### src/rtl/fwd_hazard_ctrl.sv
`default_nettype none
// ============================================================================
// Module      : fwd_hazard_ctrl
// Description : Forwarding and load-use hazard controller for a 5-stage
//               pipeline. Shadows EX/MEM/WB destination metadata, drives the
//               ALU operand mux selects, stalls PC and IF/ID on load-use
//               hazards and keeps a saturating stall-cycle counter.
// Revision    : 1.0 - initial release
// ============================================================================
module fwd_hazard_ctrl #(
  parameter int REG_AW = 5,
  parameter int CNT_W  = 16
) (
  input  logic              clk_i,
  input  logic              rst_n,
  input  logic [REG_AW-1:0] id_rs_i,
  input  logic [REG_AW-1:0] id_rt_i,
  input  logic              id_use_rs_i,
  input  logic              id_use_rt_i,
  input  logic [REG_AW-1:0] id_rd_i,
  input  logic              id_regwrite_i,
  input  logic              id_memread_i,
  input  logic              flush_i,
  output logic [1:0]        fwd_a_sel_o,
  output logic [1:0]        fwd_b_sel_o,
  output logic              stall_o,
  output logic              pc_write_o,
  output logic              ifid_write_o,
  output logic [CNT_W-1:0]  stall_cnt_o
);

  // Operand mux select encoding
  localparam logic [1:0] c_SEL_REG = 2'd0;  // ID/EX register value
  localparam logic [1:0] c_SEL_WB  = 2'd1;  // WB result
  localparam logic [1:0] c_SEL_MEM = 2'd2;  // EX/MEM ALU result

  localparam logic [REG_AW-1:0] c_REG_ZERO = '0;
  localparam logic [CNT_W-1:0]  c_CNT_ONE  = {{(CNT_W-1){1'b0}}, 1'b1};
  localparam logic [CNT_W-1:0]  c_CNT_MAX  = '1;

  // EX shadow stage
  logic [REG_AW-1:0] r_ex_rs;
  logic [REG_AW-1:0] r_ex_rt;
  logic              r_ex_use_rs;
  logic              r_ex_use_rt;
  logic [REG_AW-1:0] r_ex_rd;
  logic              r_ex_regwrite;
  logic              r_ex_memread;
  // MEM shadow stage
  logic [REG_AW-1:0] r_mem_rd;
  logic              r_mem_regwrite;
  // WB shadow stage
  logic [REG_AW-1:0] r_wb_rd;
  logic              r_wb_regwrite;

  logic [CNT_W-1:0]  r_stall_cnt;

  logic              w_stall;
  logic              w_ex_bubble;
  logic [1:0]        w_fwd_a;
  logic [1:0]        w_fwd_b;

  // Load-use detection: the load in EX produces its data too late for the
  // dependent instruction in ID. A flushed ID instruction never stalls.
  always_comb begin
    w_stall = 1'b0;
    if (r_ex_memread && (r_ex_rd != c_REG_ZERO) && !flush_i) begin
      w_stall = (id_use_rs_i && (r_ex_rd == id_rs_i)) ||
                (id_use_rt_i && (r_ex_rd == id_rt_i));
    end
  end

  assign w_ex_bubble = w_stall || flush_i;

  // Forwarding selects: EX/MEM result wins over WB result; $zero never forwards
  always_comb begin
    w_fwd_a = c_SEL_REG;
    w_fwd_b = c_SEL_REG;
    if (r_ex_use_rs && (r_ex_rs != c_REG_ZERO)) begin
      if (r_mem_regwrite && (r_mem_rd == r_ex_rs)) begin
        w_fwd_a = c_SEL_MEM;
      end else if (r_wb_regwrite && (r_wb_rd == r_ex_rs)) begin
        w_fwd_a = c_SEL_WB;
      end
    end
    if (r_ex_use_rt && (r_ex_rt != c_REG_ZERO)) begin
      if (r_mem_regwrite && (r_mem_rd == r_ex_rt)) begin
        w_fwd_b = c_SEL_MEM;
      end else if (r_wb_regwrite && (r_wb_rd == r_ex_rt)) begin
        w_fwd_b = c_SEL_WB;
      end
    end
  end

  // Shadow pipeline advance; EX takes a bubble on stall or flush
  always_ff @(posedge clk_i or negedge rst_n) begin
    if (!rst_n) begin
      r_ex_rs        <= '0;
      r_ex_rt        <= '0;
      r_ex_use_rs    <= 1'b0;
      r_ex_use_rt    <= 1'b0;
      r_ex_rd        <= '0;
      r_ex_regwrite  <= 1'b0;
      r_ex_memread   <= 1'b0;
      r_mem_rd       <= '0;
      r_mem_regwrite <= 1'b0;
      r_wb_rd        <= '0;
      r_wb_regwrite  <= 1'b0;
    end else begin
      if (w_ex_bubble) begin
        r_ex_rs       <= '0;
        r_ex_rt       <= '0;
        r_ex_use_rs   <= 1'b0;
        r_ex_use_rt   <= 1'b0;
        r_ex_rd       <= '0;
        r_ex_regwrite <= 1'b0;
        r_ex_memread  <= 1'b0;
      end else begin
        r_ex_rs       <= id_rs_i;
        r_ex_rt       <= id_rt_i;
        r_ex_use_rs   <= id_use_rs_i;
        r_ex_use_rt   <= id_use_rt_i;
        r_ex_rd       <= id_rd_i;
        r_ex_regwrite <= id_regwrite_i;
        r_ex_memread  <= id_memread_i;
      end
      r_mem_rd       <= r_ex_rd;
      r_mem_regwrite <= r_ex_regwrite;
      r_wb_rd        <= r_mem_rd;
      r_wb_regwrite  <= r_mem_regwrite;
    end
  end

  // Saturating stall-cycle counter for performance monitoring
  always_ff @(posedge clk_i or negedge rst_n) begin
    if (!rst_n) begin
      r_stall_cnt <= '0;
    end else if (w_stall && (r_stall_cnt != c_CNT_MAX)) begin
      r_stall_cnt <= r_stall_cnt + c_CNT_ONE;
    end
  end

  assign fwd_a_sel_o  = w_fwd_a;
  assign fwd_b_sel_o  = w_fwd_b;
  assign stall_o      = w_stall;
  assign pc_write_o   = ~w_stall;
  assign ifid_write_o = ~w_stall;
  assign stall_cnt_o  = r_stall_cnt;

endmodule
`default_nettype wire

### config.mk
export PLATFORM = sky130hd
export DESIGN_NAME = fwd_hazard_ctrl
export DESIGN_NICKNAME = d
export VERILOG_FILES = /design/src/rtl/fwd_hazard_ctrl.sv
export SDC_FILE = /design/constraint.sdc
export NUM_CORES = 1
export LEC_CHECK = 0
export ABC_AREA = 1
export ABC_CLOCK_PERIOD_IN_PS = 3400
export BUFFER_PORTS_ARGS = -buffer_cell sky130_fd_sc_hd__clkbuf_2
export CORE_UTILIZATION = 60
export CTS_CLUSTER_DIAMETER = 200
export DETAILED_ROUTE_END_ITERATION = 8
export PLACE_DENSITY = 0.92
export SYNTH_ARGS = -nofsm -noshare
export SYNTH_HDL_FRONTEND = slang
export SYNTH_SLANG_ARGS = --single-unit
export TNS_END_PERCENT = 10
### constraint.sdc
create_clock -name clk_i -period 3.4 [get_ports clk_i]
set_clock_uncertainty 0.2 [all_clocks]
set_input_delay 0.51 -clock clk_i [delete_from_list [all_inputs] [get_ports clk_i]]
set_output_delay 0.51 -clock clk_i [all_outputs]
set_load 0.02 [all_outputs]
==> reports/results.tsv, run 1 <==
metric	value	unit
hold_class	in2async	
final_nets	408	
powerDensity	408	nW/um2
synth_area_per_cell	7.52	um2
area_growth_syn_to_layout	14.8	%
critical_path_class	reg2out	
chipHeight	67.2	um
layout_setup_ws	0.955	ns
rows	23	
ys_seq_elements	47	
seq_power_share	50.6	%
htree_num_levels	2	
root_buffer	clkbuf_8	
status	finished, final reports clean	
initialDrtViolationCount	323	
leakage	1.61	nW
path_clk_slew	0.08	ns
synthDistinctLibCells	27	
syn_area	2550	um2
gr-total-overflow	0	
setup_viol	0	
fmax	409	MHz
final_max_slew_viol_count	0	
cp.required	2.69	ns
detailedRoute.firstPassIterationCount	5	
fin_tns_setup	0	ns
max-slew-margin-rel	43.0	%
clock_latency	0.30	ns
power.internal	0.000916	W
cts_buffer_depth	2	
antennaDiodeCount	0	
rsz0062_at_grt	no	
numCtsBuffers	5	
gp_congestion	0.960	
peakVddDrop	317	uV
crit_path_start_kind	register	
dr_total_vias	2361	
seqCellArea	1180	um2
mostFrequentLayoutCell	nand2_1	
drive_gt1_share	16.1	%
pwr-share-clk	39.9	%
multi_input_area	1130	um2
fp.dieW	67.2	um
worst_pin_slew	0.856	ns
track_usage	28.2	%
grt_pass1_wl	9.39	mm
postLayoutCellArea	2930	um2
core-area	4030	um2
pwr-share-comb	9.6	%
crit_fanout	18	
n_fill_cell	327	
vias_per_cell	5.42	
post-place-ws	1.13	ns
grt_pass1_vias	2059	
ios	45	
ys_seq_area_share	46.1	%
tritoncts	yes	
initial_core_util	63.3	%
place_area	2800	um2
post-route-min-period	2.45	ns
cts_setup_buffers	0	
grt_max_degree	35	
cp_data_arrival_time	1.74	ns
finish.utilization	72.7	%
final_cell_mix	nand2_1, inv_1, nor2_1	
wl_per_cell	13.5	um
port_buffers	44	
p_sw	0.000280	W
timing.final.hold_violations	0	
yosysWarnings	0	
drv_cap	0	
endpoint_kind	output pin	
antenna_left	0	
post_cts_resized	0	
dp_hpwl	4.17	mm
swShare	23.4	%
routed_wl	5.87	mm
postCtsHoldBufs	0	
synth_nets	362	
finalCritPeriodShare	71.9	%
dieArea	4510	um2
drc	0	
synth_cells	339	
totalPowerFinal	0.00120	W
cts.sinks	47	
antenna_found_initial	0	
==> synth_stat cells <==
cell	count	area share [%]
nand2_1	102	15
inv_1	53	7.8
nor2_1	48	7.1
dfrtp_1	47	46
nand4_1	23	5.6
nand3_1	13	2.6
xor2_1	8	2.7
o22ai_1	7	1.7
a21oi_1	6	1.2
o21ai_0	6	1.2
xnor2_1	4	1.4
buf_2	3	0.59
buf_6	2	0.88
nand2_4	2	0.88
nor2_2	2	0.49
nor3_1	2	0.39
and2_1	1	0.25
buf_4	1	0.29
ha_1	1	0.49
inv_2	1	0.15
nand2_2	1	0.25
nand3_4	1	0.69
nand4_4	1	0.83
nor2_4	1	0.44
nor3_2	1	0.39
o211ai_1	1	0.29
o31ai_1	1	0.29
==> worst max-delay path, cell delays in order, from the launching register on <==
cell	delay (ns)
dfrtp_1	0.44
inv_1	0.09
nand2_1	0.06
nand2_1	0.05
nor2_1	0.10
nand3_1	0.13
nand2_4	0.22
nand2_2	0.13
inv_1	0.07
clkbuf_2	0.16
==> path summary, 6_finish.rpt <==
path                                                to  slack [ns]  depth (start not counted)                  startpoint
max reg2reg                stall_cnt_o[14]$_DFFE_PN0P_        1.27                          7  stall_cnt_o[0]$_DFFE_PN0P_
min                        stall_cnt_o[12]$_DFFE_PN0P_        0.11                          1                       rst_n
max                                            stall_o        0.95                          9        r_ex_rd[1]$_DFF_PN0_
min reg2reg                   r_mem_regwrite$_DFF_PN0_        0.15                          0     r_ex_regwrite$_DFF_PN0_
min in group clk_i            r_mem_regwrite$_DFF_PN0_        0.15                          0     r_ex_regwrite$_DFF_PN0_
max in group asynchronous        r_mem_rd[1]$_DFF_PN0_        2.18                          2                       rst_n
==> power groups by stage <==
stage | combinational [W] | clock [W] | sequential (W)
final | 0.000114 | 0.000477 | 0.000605
after global routing | 0.000130 | 0.000504 | 0.000608
after CTS | 0.000115 | 0.000483 | 0.000604
after detailed placement | 0.000113 | 0 | 0.000615
after global placement | 0.000110 | 0 | 0.000615
after floorplan | 0.0000679 | 0 | 0.000613
==> area by class of cell <==
type	count	area share, %
tap	50	2.14
sequential	47	40.2
inverter	54	6.92
multi-input combinational	232	38.5
clock inverter	2	2.05
clock buffer	6	2.48
timing repair buffer	45	7.78
==> sequential cells by signal, summed over array words and instances, names as in the netlist <==
signal and count:
r_mem_rd 5, r_wb_rd 5, r_ex_use_rt 1, r_ex_rs 5, r_ex_regwrite 1, r_mem_regwrite 1, r_ex_rd 5, r_ex_use_rs 1
r_ex_rt 5, r_ex_memread 1, stall_cnt_o 16, r_wb_regwrite 1
==> cells by family after synthesis <==
family                   count (synthesis)  share of synthesized area [%]
AND/OR/NAND/NOR                        198                           34.9
buffers and inverters                   60                           9.72
flip-flops                              47                           46.1
AO/OA/AOI/OAI                           21                           4.66
XOR/XNOR                                12                           4.12
adder cells (fa/ha/maj)                  1                          0.491
==> layer usage <==
| layer | GRT usage [%] | vias up | share of wire (%) |
|---|---|---|---|
| li1 | - | 1150 | - |
| met1 | 38.5 | 1090 | 43 |
| met2 | 46.3 | 113 | 48 |
| met3 | 4.39 | 8 | 7.0 |
| met4 | 8.24 | 0 | 1.2 |
| met5 | 0 | - | 0 |
==> through the flow <==
stage               hold WS, ns  std cells
floorplan                0.0144        339
global placement          0.136        428
detailed placement        0.136        428
CTS                       0.120        436
global route              0.166        436
finish                    0.108        436
No activity file was read; power rests on OpenSTA's default activity.
==> inputs of run 2 (changes only) <==
- ABC_CLOCK_PERIOD_IN_PS: 3400 -> 2400
- CORE_UTILIZATION: 60 -> 56
- PLACE_DENSITY: 0.92 -> 0.87
- clock period: 3.4 -> 2.4 ns (I/O delays scaled with it)
==> reports/results.tsv, run 2 (synthesized netlist as in run 1, its figures left out) <==
metric	value	unit
finalCritPeriodShare	92.3	%
cts_buffer_depth	2	
initialDrtViolationCount	166	
rsz0062_at_grt	no	
final_cell_mix	nand2_1, inv_1, nor2_1	
numCtsBuffers	5	
endpoint_kind	output pin	
n_fill_cell	358	
dieArea	4830	um2
clock_latency	0.31	ns
antenna_left	0	
ios	45	
multi_input_area	1130	um2
area_growth_syn_to_layout	15.6	%
setup_viol	0	
seqCellArea	1180	um2
drv_cap	0	
fin_tns_setup	0	ns
crit_fanout	3	
timing.final.hold_violations	0	
status	finished, final reports clean	
tritoncts	yes	
final_nets	412	
grt_pass1_wl	9.85	mm
antenna_found_initial	0	
fp.dieW	69.5	um
leakage	1.62	nW
rows	24	
vias_per_cell	5.29	
port_buffers	44	
peakVddDrop	453	uV
htree_num_levels	2	
routed_wl	5.65	mm
track_usage	25.9	%
post-route-min-period	2.22	ns
path_clk_slew	0.09	ns
initial_core_util	58.6	%
wl_per_cell	12.8	um
chipHeight	69.5	um
gr-total-overflow	0	
critical_path_class	reg2out	
crit_path_start_kind	register	
cts.sinks	47	
largest_reg_flops	16	
final_max_slew_viol_count	0	
hold_class	in2reg	
drive_gt1_share	16.9	%
hold-worst-slack	0.0291	ns
powerDensity	549	nW/um2
fmax	451	MHz
cp.required	1.84	ns
cp_data_arrival_time	1.66	ns
core-area	4350	um2
dr_total_vias	2340	
drc	0	
gp_congestion	0.934	
antennaDiodeCount	0	
grt_pass1_vias	2246	
post_cts_resized	0	
max-slew-margin-rel	61.4	%
postLayoutCellArea	2950	um2
worst_pin_slew	0.579	ns
detailedRoute.firstPassIterationCount	5	
root_buffer	clkbuf_8	
dp_hpwl	4.13	mm
mostFrequentLayoutCell	nand2_1	
grt_max_degree	27	
place_area	2810	um2
[run 2: path summary, 6_finish.rpt]
check / startpoint / end / slack, ns / depth (start not counted)
min in group asynchronous: rst_n / stall_cnt_o[12]$_DFFE_PN0P_ / 0.38 / 2
max reg2reg: stall_cnt_o[0]$_DFFE_PN0P_ / stall_cnt_o[12]$_DFFE_PN0P_ / 0.37 / 7
min: id_rd_i[1] / r_ex_rd[1]$_DFF_PN0_ / 0.03 / 3
max in group asynchronous: rst_n / r_ex_rd[4]$_DFF_PN0_ / 1.00 / 3
max: r_ex_rs[3]$_DFF_PN0_ / fwd_a_sel_o[0] / 0.18 / 6
min reg2reg: r_ex_regwrite$_DFF_PN0_ / r_mem_regwrite$_DFF_PN0_ / 0.16 / 0
[run 2: area by class of cell]
type                       count  share of cell area [%]
timing repair buffer          49                    8.83
tap                           52                    2.21
inverter                      54                    6.88
clock buffer                   5                    2.34
multi-input combinational    232                    38.2
sequential                    47                    39.9
clock inverter                 3                    1.61
[run 2: layer usage]
layer,global-route usage (%),vias up,wire length [um]
li1,-,1167,-
met1,34.5,1062,2490
met2,40.6,93,2650
met3,5.67,18,364
met4,11.8,0,154
met5,0,-,0
[run 2: stage by stage]
step	instances	power, W	utilization, %	setup slack [ns]
2_1_floorplan	339	0.000965	-	0.539
3_3_place_gp	432	0.00103	64.6	0.461
3_5_place_dp	432	0.00103	64.6	0.418
4_1_cts	441	0.00162	67.5	0.111
5_1_grt	442	0.00169	67.7	0.0329
6_report	442	0.00162	67.7	0.185
[run 2: timing repair]
item | in CTS | in global routing
hold buffers | 1 | 0
buffers inserted | 0 | 1
endpoints found under the hold margin | 24 | 0
setup endpoints to repair | 0 | 3
[run 2: power breakdown]
part	switching, W	internal (W)
sequential	0.0000342	0.000823
combinational	0.000102	0.0000615
clock	0.000281	0.000316
[run 2: critical path, stage by stage (launching register included)]
cell and delay, ns:
dfrtp_1 0.42, inv_1 0.12, nand3_1 0.09, o31ai_1 0.35, nor2_1 0.08, and2_1 0.14
clkbuf_2 0.15
